--- config.mk ---
export PLATFORM = sky130hd
export DESIGN_NAME = pc_unit
export DESIGN_NICKNAME = d
export VERILOG_FILES = /design/src/rtl/pc_unit_pkg.sv /design/src/rtl/pc_unit_return_stack.sv /design/src/rtl/pc_unit.sv
export SDC_FILE = /design/constraint.sdc
export NUM_CORES = 1
export LEC_CHECK = 0
export CAP_MARGIN = 20
export CORE_MARGIN = 2
export CORE_UTILIZATION = 25
export DETAILED_ROUTE_END_ITERATION = 10
export HOLD_SLACK_MARGIN = 0.08
export PLACE_DENSITY = 0.46
export SYNTH_ARGS = -nofsm -noshare
export SYNTH_HDL_FRONTEND = slang
export SYNTH_HIERARCHICAL = 1
export SYNTH_SLANG_ARGS = --single-unit
--- constraint.sdc ---
create_clock -name clk -period 6.6 [get_ports clk]
set_clock_uncertainty 0.15 [all_clocks]
set_input_delay 0.66 -clock clk [delete_from_list [all_inputs] [get_ports clk]]
set_output_delay 0.66 -clock clk [all_outputs]
set_load 0.01 [all_outputs]
--- src/rtl/pc_unit_pkg.sv ---
// Shared types for the fetch stage: decoded op codes, sequencer states and
// default lookup-jump targets.
package pc_unit_pkg;

    typedef enum logic [3:0] {
        opNop, opAlu, opLd, opSt,
        jizrEn, jnzrEn, bizrEn, bnzrEn,
        ljp0, ljp1, ljp2, ljp3,
        j2sr, funcEn, rFsr
    } reg_OP;

    typedef enum logic [1:0] {IDLE, RUN, HALT} pc_state;

    localparam int LJP0_DEF = 0;
    localparam int LJP1_DEF = 64;
    localparam int LJP2_DEF = 128;
    localparam int LJP3_DEF = 192;

endpackage

--- src/rtl/pc_unit_return_stack.sv ---
// LIFO of return addresses. The count doubles as the write pointer; the top of
// stack is the entry just below it.
module return_stack #(
    parameter int DEPTH = 4,
    parameter int W     = 10
) (
    input  logic         clk,
    input  logic         reset,
    input  logic         push,
    input  logic         pop,
    input  logic         clr,
    input  logic [W-1:0] din,
    output logic [W-1:0] dout,
    output logic         full,
    output logic         empty
);
    localparam int CW = $clog2(DEPTH) + 1;

    logic [W-1:0]  mem_q [DEPTH];
    logic [CW-1:0] cnt_q, cnt_d;
    logic [CW-2:0] wptr, top;

    assign wptr  = cnt_q[CW-2:0];
    assign top   = wptr - 1'b1;
    assign full  = (cnt_q == CW'(DEPTH));
    assign empty = (cnt_q == '0);
    assign dout  = mem_q[top];

    always_comb begin
        cnt_d = cnt_q;
        if (clr)                cnt_d = '0;
        else if (push && !full) cnt_d = cnt_q + 1'b1;
        else if (pop && !empty) cnt_d = cnt_q - 1'b1;
    end

    always_ff @(posedge clk) begin
        if (reset) cnt_q <= '0;
        else       cnt_q <= cnt_d;
        if (!reset && !clr && push && !full) mem_q[wptr] <= din;
    end
endmodule

--- src/rtl/pc_unit.sv ---
// Program counter and start/run/halt sequencer; picks the next fetch address
// from the decoded op of the instruction currently at pc.
module pc_unit
    import pc_unit_pkg::*;
#(
    parameter int                PC_W  = 10,
    parameter int                STK_D = 4,
    parameter logic [PC_W-1:0]   LJP0  = PC_W'(LJP0_DEF),
    parameter logic [PC_W-1:0]   LJP1  = PC_W'(LJP1_DEF),
    parameter logic [PC_W-1:0]   LJP2  = PC_W'(LJP2_DEF),
    parameter logic [PC_W-1:0]   LJP3  = PC_W'(LJP3_DEF)
) (
    input  logic            clk,
    input  logic            reset,
    input  logic            start,
    input  logic            done,
    input  reg_OP           reg_op,
    input  logic [3:0]      imm,
    input  logic [7:0]      src_val,
    input  logic            zero,
    output logic [PC_W-1:0] pc,
    output logic            running,
    output logic            halted,
    output logic            stk_err
);
    pc_state         state_q, state_d;
    logic [PC_W-1:0] pc_q, pc_d;
    logic            err_q, err_d;
    logic            push, pop, clr, full, empty;
    logic [PC_W-1:0] pc_inc, off_imm, off_src, abs_src, stk_top;

    assign pc_inc  = pc_q + 1'b1;
    assign off_imm = pc_q + {{(PC_W-4){imm[3]}}, imm};
    assign off_src = pc_q + {{(PC_W-8){src_val[7]}}, src_val};
    assign abs_src = {{(PC_W-8){1'b0}}, src_val};

    return_stack #(.DEPTH(STK_D), .W(PC_W)) u_stk (
        .clk(clk), .reset(reset), .push(push), .pop(pop), .clr(clr),
        .din(pc_inc), .dout(stk_top), .full(full), .empty(empty)
    );

    always_comb begin
        state_d = state_q;
        pc_d    = pc_q;
        err_d   = err_q;
        push    = 1'b0;
        pop     = 1'b0;
        clr     = 1'b0;
        // start rewinds from any state and outranks done
        if (start || state_q == IDLE) begin
            state_d = start ? IDLE : RUN;
            pc_d    = '0;
            err_d   = 1'b0;
            clr     = 1'b1;
        end else if (state_q == RUN) begin
            if (done) begin
                state_d = HALT;
            end else begin
                pc_d = pc_inc;
                case (reg_op)
                    jizrEn: if (zero)  pc_d = off_imm;
                    jnzrEn: if (!zero) pc_d = off_imm;
                    bizrEn: if (zero)  pc_d = off_src;
                    bnzrEn: if (!zero) pc_d = off_src;
                    ljp0:   pc_d = LJP0;
                    ljp1:   pc_d = LJP1;
                    ljp2:   pc_d = LJP2;
                    ljp3:   pc_d = LJP3;
                    j2sr:   pc_d = abs_src;
                    funcEn: begin
                        pc_d = abs_src;
                        if (full) err_d = 1'b1;
                        else      push  = 1'b1;
                    end
                    rFsr: begin
                        if (empty) err_d = 1'b1;
                        else begin
                            pop  = 1'b1;
                            pc_d = stk_top;
                        end
                    end
                    default: ;
                endcase
            end
        end
    end

    always_ff @(posedge clk) begin
        if (reset) begin
            state_q <= IDLE;
            pc_q    <= '0;
            err_q   <= 1'b0;
        end else begin
            state_q <= state_d;
            pc_q    <= pc_d;
            err_q   <= err_d;
        end
    end

    assign pc      = pc_q;
    assign running = (state_q == RUN);
    assign halted  = (state_q == HALT);
    assign stk_err = err_q;
endmodule

==> metrics <==
via/cell ratio=4.927; layout cells sized above 1=7.971%; clk sinks=56; area share of xor/xnor cells in the synthesized design=4.423%; Switching Power=0.0001687 W; H-tree levels=2; post-CTS sizing=0; worst-skew pair later-pin latency=290 ps; Crit. End Element=flip-flop; Slew HR=34.38%; DRT antenna net count=0; synthesized cell area=3960 um^2; die width=129.9 um; Post-Route WL=11.11 mm; Layout area overhead=16.75%; Die Y=129.9 um; Net Count, Synth=433; core footprint=15,660 um^2; share of the synthesized area in the top cell type=30.33%; fin nets=460; simple-gate portion of the synthesized area=16.97%; Yosys cell types=68; Finish-stage setup viols=0; drt wl/cell=17.64 um; ys flop type=edfxtp_1; RSZ-0062 raised after global routing=no; Placed Instances=622; Power Density=163.7 nW/um^2; Peak supply drop=0.1261 mV; CP Data Arrival Time=4100 ps; number of max-cap violations=0; largest area contributor in the netlist=edfxtp_1; complex-gate fraction of the synthesized area=20.25%; setup_tns=0 ps; largest cells by area after synthesis=edfxtp_1 30%, dfxtp_1 8.1%, ha_1 7.3%; Layout Cells excl Fill=630; worst path required time=6660 ps; Async SR Flop Fraction=0%; initial antenna violation count=0; Clock Power Share=39.0%; router iterations before antenna repair=4; fin crit period=4039 ps; CTS Buffer Depth=2; first-pass GRT wire length=17.17 mm; Logic pwr share=11.5%; Lkg Pwr=1.699 nW; DRC Markers=0; GPL Wtd Cong=0.8951; postcts setup bufs=0; Internal Power=0.0005882 W; Post-Synth Adder-Cell Area=8.784%; Worst-path clk slew=70 ps; total CTS buffers=5; number of synthesized flops with an enable pin=40; sw frac=22.29%; Initial Util=25.30%; most frequent cell after synthesis=edfxtp_1; Seq/Total Area, Yosys=38.42%; routed via count=3,104; Worst Tran Pin Value=976.8 ps; GR Util All Layers=13.31%; Yosys Warn Count=6; outcome=completed; DRT iter0 DRCs=287; Root Buffer=clkbuf_16; # diodes=0; Synth Instances=386; most frequent cell on the critical path=a211oi_1; Setup CP Type=in -> reg; CP max-delay cell=clkdlybuf4s50_1; worst hold path type=reg -> reg; fmax=0.2476 GHz; die area=16,860 um^2; CP Cell Sequence=clkdlybuf4s50_1 -> nor2_1 -> nand3_1 -> nor3_1 -> nand2_1 -> fa_1 -> nor3b_2 -> a211oi_1 -> a211oi_1; main combinational cell family by area after synthesis=compound AO/OA/AOI/OAI gates; worst-path maximum fanout=21; CP max stage delay=780 ps; mux cell area share after synthesis=6.888%; IO buf count=33; Flop pwr share=49.5%; CTS tree=done; FP Rows=46; final hold violation count=0; Seq cells post-synth=56; Slew Viols, Final=0; dpl hpwl=8.504 mm; Ports=34; Avg Inst Size Synth=10.26 um^2; final worst path period share=61.19%; pin count of the biggest net entering global routing=22; GRT overflow=0; vias in the first global route=3,009; synth cell count leaders=40 x edfxtp_1, 32 x nand2_1, 27 x nor2_1; Post-CTS Hold Fix Bufs=0; Startpoint Class=input port
[path summary, 6_finish.rpt]
check	startpoint	end	slack (ps)	depth (start not counted)
worst min register to register	stk_err	stk_err	320	2
worst max-delay path	reg_op[1]	u_stk/cnt_q[2]	2560	9
worst min-delay path	stk_err	stk_err	320	2
worst max register to register	u_stk/cnt_q[0]	u_stk/cnt_q[2]	2730	12
[final cells by class]
cell class	instances	area [um^2]
clock inverters	2	35.03
fillers	1654	11030
repair buffers	33	330.3
flip-flops and latches	56	1521
clock buffers	6	128.9
multi-input cells	299	2270
inverters	18	67.56
well taps	216	270.3
[cell families (layout without fill, tap and decap cells)]
logic type / count (synthesis) / after routing
flip-flops: 56 / 56
AND/OR/NAND/NOR: 127 / 127
buffers and inverters: 31 / 59
AO/OA/AOI/OAI: 112 / 112
adder cells (fa/ha/maj): 26 / 26
XOR/XNOR: 20 / 20
multiplexers: 14 / 14
[stage by stage]
step | instance area [um^2] | util, % | total power, W | setup slack, ps | hold WS (ps)
floorplan | 3960 | - | 0.0004381 | 3901 | 355.0
global route | 4623 | 29.53 | 0.0007882 | 2299 | 382.9
finish | 4623 | 29.53 | 0.0007569 | 2561 | 324.4
global placement | 4459 | 28.48 | 0.0004693 | 2446 | 313.6
detailed placement | 4459 | 28.48 | 0.0004690 | 2322 | 311.7
CTS | 4623 | 29.53 | 0.0007687 | 2623 | 336.9
[registers in the layout (all words and copies together) (netlist names)]
signal       cells
u_stk/mem_q     40
pc              10
u_stk/cnt_q      3
state_q          2
stk_err          1
[per-layer routing]
layer,global-route usage (%),wire [um],vias up
met5,0,0,-
met4,4.681,204,0
met3,1.640,448,12
met2,21.22,5114,76
met1,18.64,5344,1495
li1,-,-,1521
[power groups by stage]
stage	registers [W]	logic, W	clock network, W
final	0.000374	0.0000873	0.000295
after global routing	0.000374	0.0000957	0.000318
after CTS	0.000374	0.0000871	0.000307
after detailed placement	0.000382	0.0000866	0
after global placement	0.000382	0.0000869	0
after floorplan	0.000382	0.0000562	0
[critical path, delay by kind of cell]
family / cells / cell delay (ps)
compound gates: 2 / 320
fa+ha+maj: 1 / 470
buf+inv: 1 / 780
simple gates: 5 / 1870
[placed cells by master (no fill, tap or decap), types with 3 or more instances in the layout]
master and instances:
edfxtp_1 40, clkdlybuf4s50_1 33, nand2_1 32, nor2_1 27, a21oi_1 24, ha_1 23, inv_1 18, dfxtp_1 16
xnor2_1 15, o21ai_0 15, nor3_1 12, nand3_1 11, a211oi_1 9, a31oi_1 8, mux4_2 8, nor2b_1 7
o21a_1 7, nand2b_1 6, a221o_1 6, xor2_1 5, and2_1 5, a22oi_1 5, clkbuf_16 5, o21bai_1 4
and3_1 4, o21ai_1 4, a21o_1 4, mux2i_1 4, nand4_1 3, o31ai_1 3, a221oi_1 3, fa_1 3
No activity file was read; power rests on OpenSTA's default activity.
==> patch (same settings) <==
The parameter `STK_D` goes from 4 to 8.
--- a/src/rtl/pc_unit.sv
+++ b/src/rtl/pc_unit.sv
@@ -5,5 +5,5 @@
 #(
     parameter int                PC_W  = 10,
-    parameter int                STK_D = 4,
+    parameter int                STK_D = 8,
     parameter logic [PC_W-1:0]   LJP0  = PC_W'(LJP0_DEF),
     parameter logic [PC_W-1:0]   LJP1  = PC_W'(LJP1_DEF),
Function: changed (Yosys sat finds a counterexample within 10 cycles, from zero or initial values and one cycle with reset high).
==> patch against the original RTL <==
Routed wire length rose by 26%. Sequential cell count rose by 41. Die area rose by 39%. Final area rose by 40%. Setup slack got worse by 0.34 ns. Count of clock-buffer cells in the layout rose by 4. Combinational power fell by 9.4%. Fmax fell by 7.7%. Total power rose by 69%. Area after synthesis rose by 41%. Largest power group unchanged.
==> patch: results (changes against the original RTL) <==
metric;value;unit;change
status;finished clean;;unchanged
post-synth cell types;75;;was 68
standby leakage power;0.00200;uW;was 0.00170 uW
Fillers;2226;;was 1,654
shortest period the worst path allows;4.37;ns;was 4.04 ns
max reg flops;80;;was 40
routed vias/inst;4.95;;was 4.93
initial DRC count;378;;was 287
met3 wire len;457;um;was 448 um
final wirelength;14000;um;was 11,100 um
GRT Overall Usage;12.1;%;was 13.3%
CTS H-tree lvls;3;;was 2
syn avg cell area;12.6;um2;was 10.3 um2
synth cell count leaders;80 x edfxtp_1, 32 x nor2_1, 29 x nand2_1;;was 40 x edfxtp_1, 32 x nand2_1, 27 x nor2_1
worst vdd ir;0.123;mV;was 0.126 mV
post-detail-place hpwl;10400;um;was 8500 um
pre-CTS WS;1.90;ns;was 2.32 ns
met1 usage;15.9;%;was 18.6%
first-pass GRT wire length;22000;um;was 17,200 um
layout cells sized above 1;13.8;%;was 7.97%
dominant cells by area after synthesis;edfxtp_1 43%, mux4_2 6.9%, dfxtp_1 6.1%;;was edfxtp_1 30%, dfxtp_1 8.1%, ha_1 7.3%
setup slack, reg-to-reg;2.32;ns;was 2.73 ns
placed insts;742;;was 622
Reg2Reg Depth;14;;was 12
GR Util met3;2.32;%;was 1.64%
final net count;519;;was 460
dpl cell area;6160;um2;was 4460 um2
routed wl met2;6720;um;was 5110 um
gp weighted congestion;0.833;;was 0.895
Slew @ Worst Pin;0.955;ns;was 0.977 ns
patch: critical path, stage by stage:
cell             delay [ns]
clkdlybuf4s50_1        0.82
and3b_1                0.57
nand3b_1               0.11
nor3_1                 0.73
nand2_1                0.28
ha_1                   0.37
a21o_2                 0.24
a2111oi_2              0.42
a211oi_1               0.11
a211oi_2               0.19
patch: stage by stage:
step	hold WS, ns	total power [uW]
global route	0.386	1330
CTS	0.375	1300
finish	0.367	1280
floorplan	0.355	716
global placement	0.331	747
detailed placement	0.357	748
patch: cells by family (layout without fill, tap and decap cells):
kind of cell	after synthesis	count (layout)	share of synthesized area, %
multiplexers	34	34	11.6
XOR/XNOR	24	24	4.24
adder cells (fa/ha/maj)	25	25	6.02
buffers and inverters	31	68	3.17
AND/OR/NAND/NOR	122	122	11.7
AO/OA/AOI/OAI	108	108	14.0
flip-flops	97	97	49.2
patch: cell type report:
class,instances,area (um2),share of cell area [%]
flip-flops and latches,97,2740,42.4
inverters,15,56.3,0.870
multi-input cells,313,2650,41.0
clock buffers,10,229,3.54
well taps,280,350,5.41
repair buffers,37,360,5.57
clock inverters,6,80.1,1.24
patch: how the worst max path moves through the flow:
stage,depth (start not counted),to,startpoint
CTS,10,u_stk/cnt_q[3],reg_op[1]
global placement,6,u_stk/mem_q[3][0],reg_op[1]
global route,14,u_stk/cnt_q[3],u_stk/cnt_q[0]
floorplan,16,u_stk/cnt_q[3],u_stk/cnt_q[0]
detailed placement,10,u_stk/cnt_q[3],reg_op[1]
finish,10,u_stk/cnt_q[3],reg_op[1]
patch: where the power goes:
group | internal [uW] | switching (uW) | leakage (uW)
combinational | 33.9 | 45.2 | 0.00117
clock | 304 | 243 | 0.000149
sequential | 654 | 1.44 | 0.000685
total | 991 | 289 | 0.00200
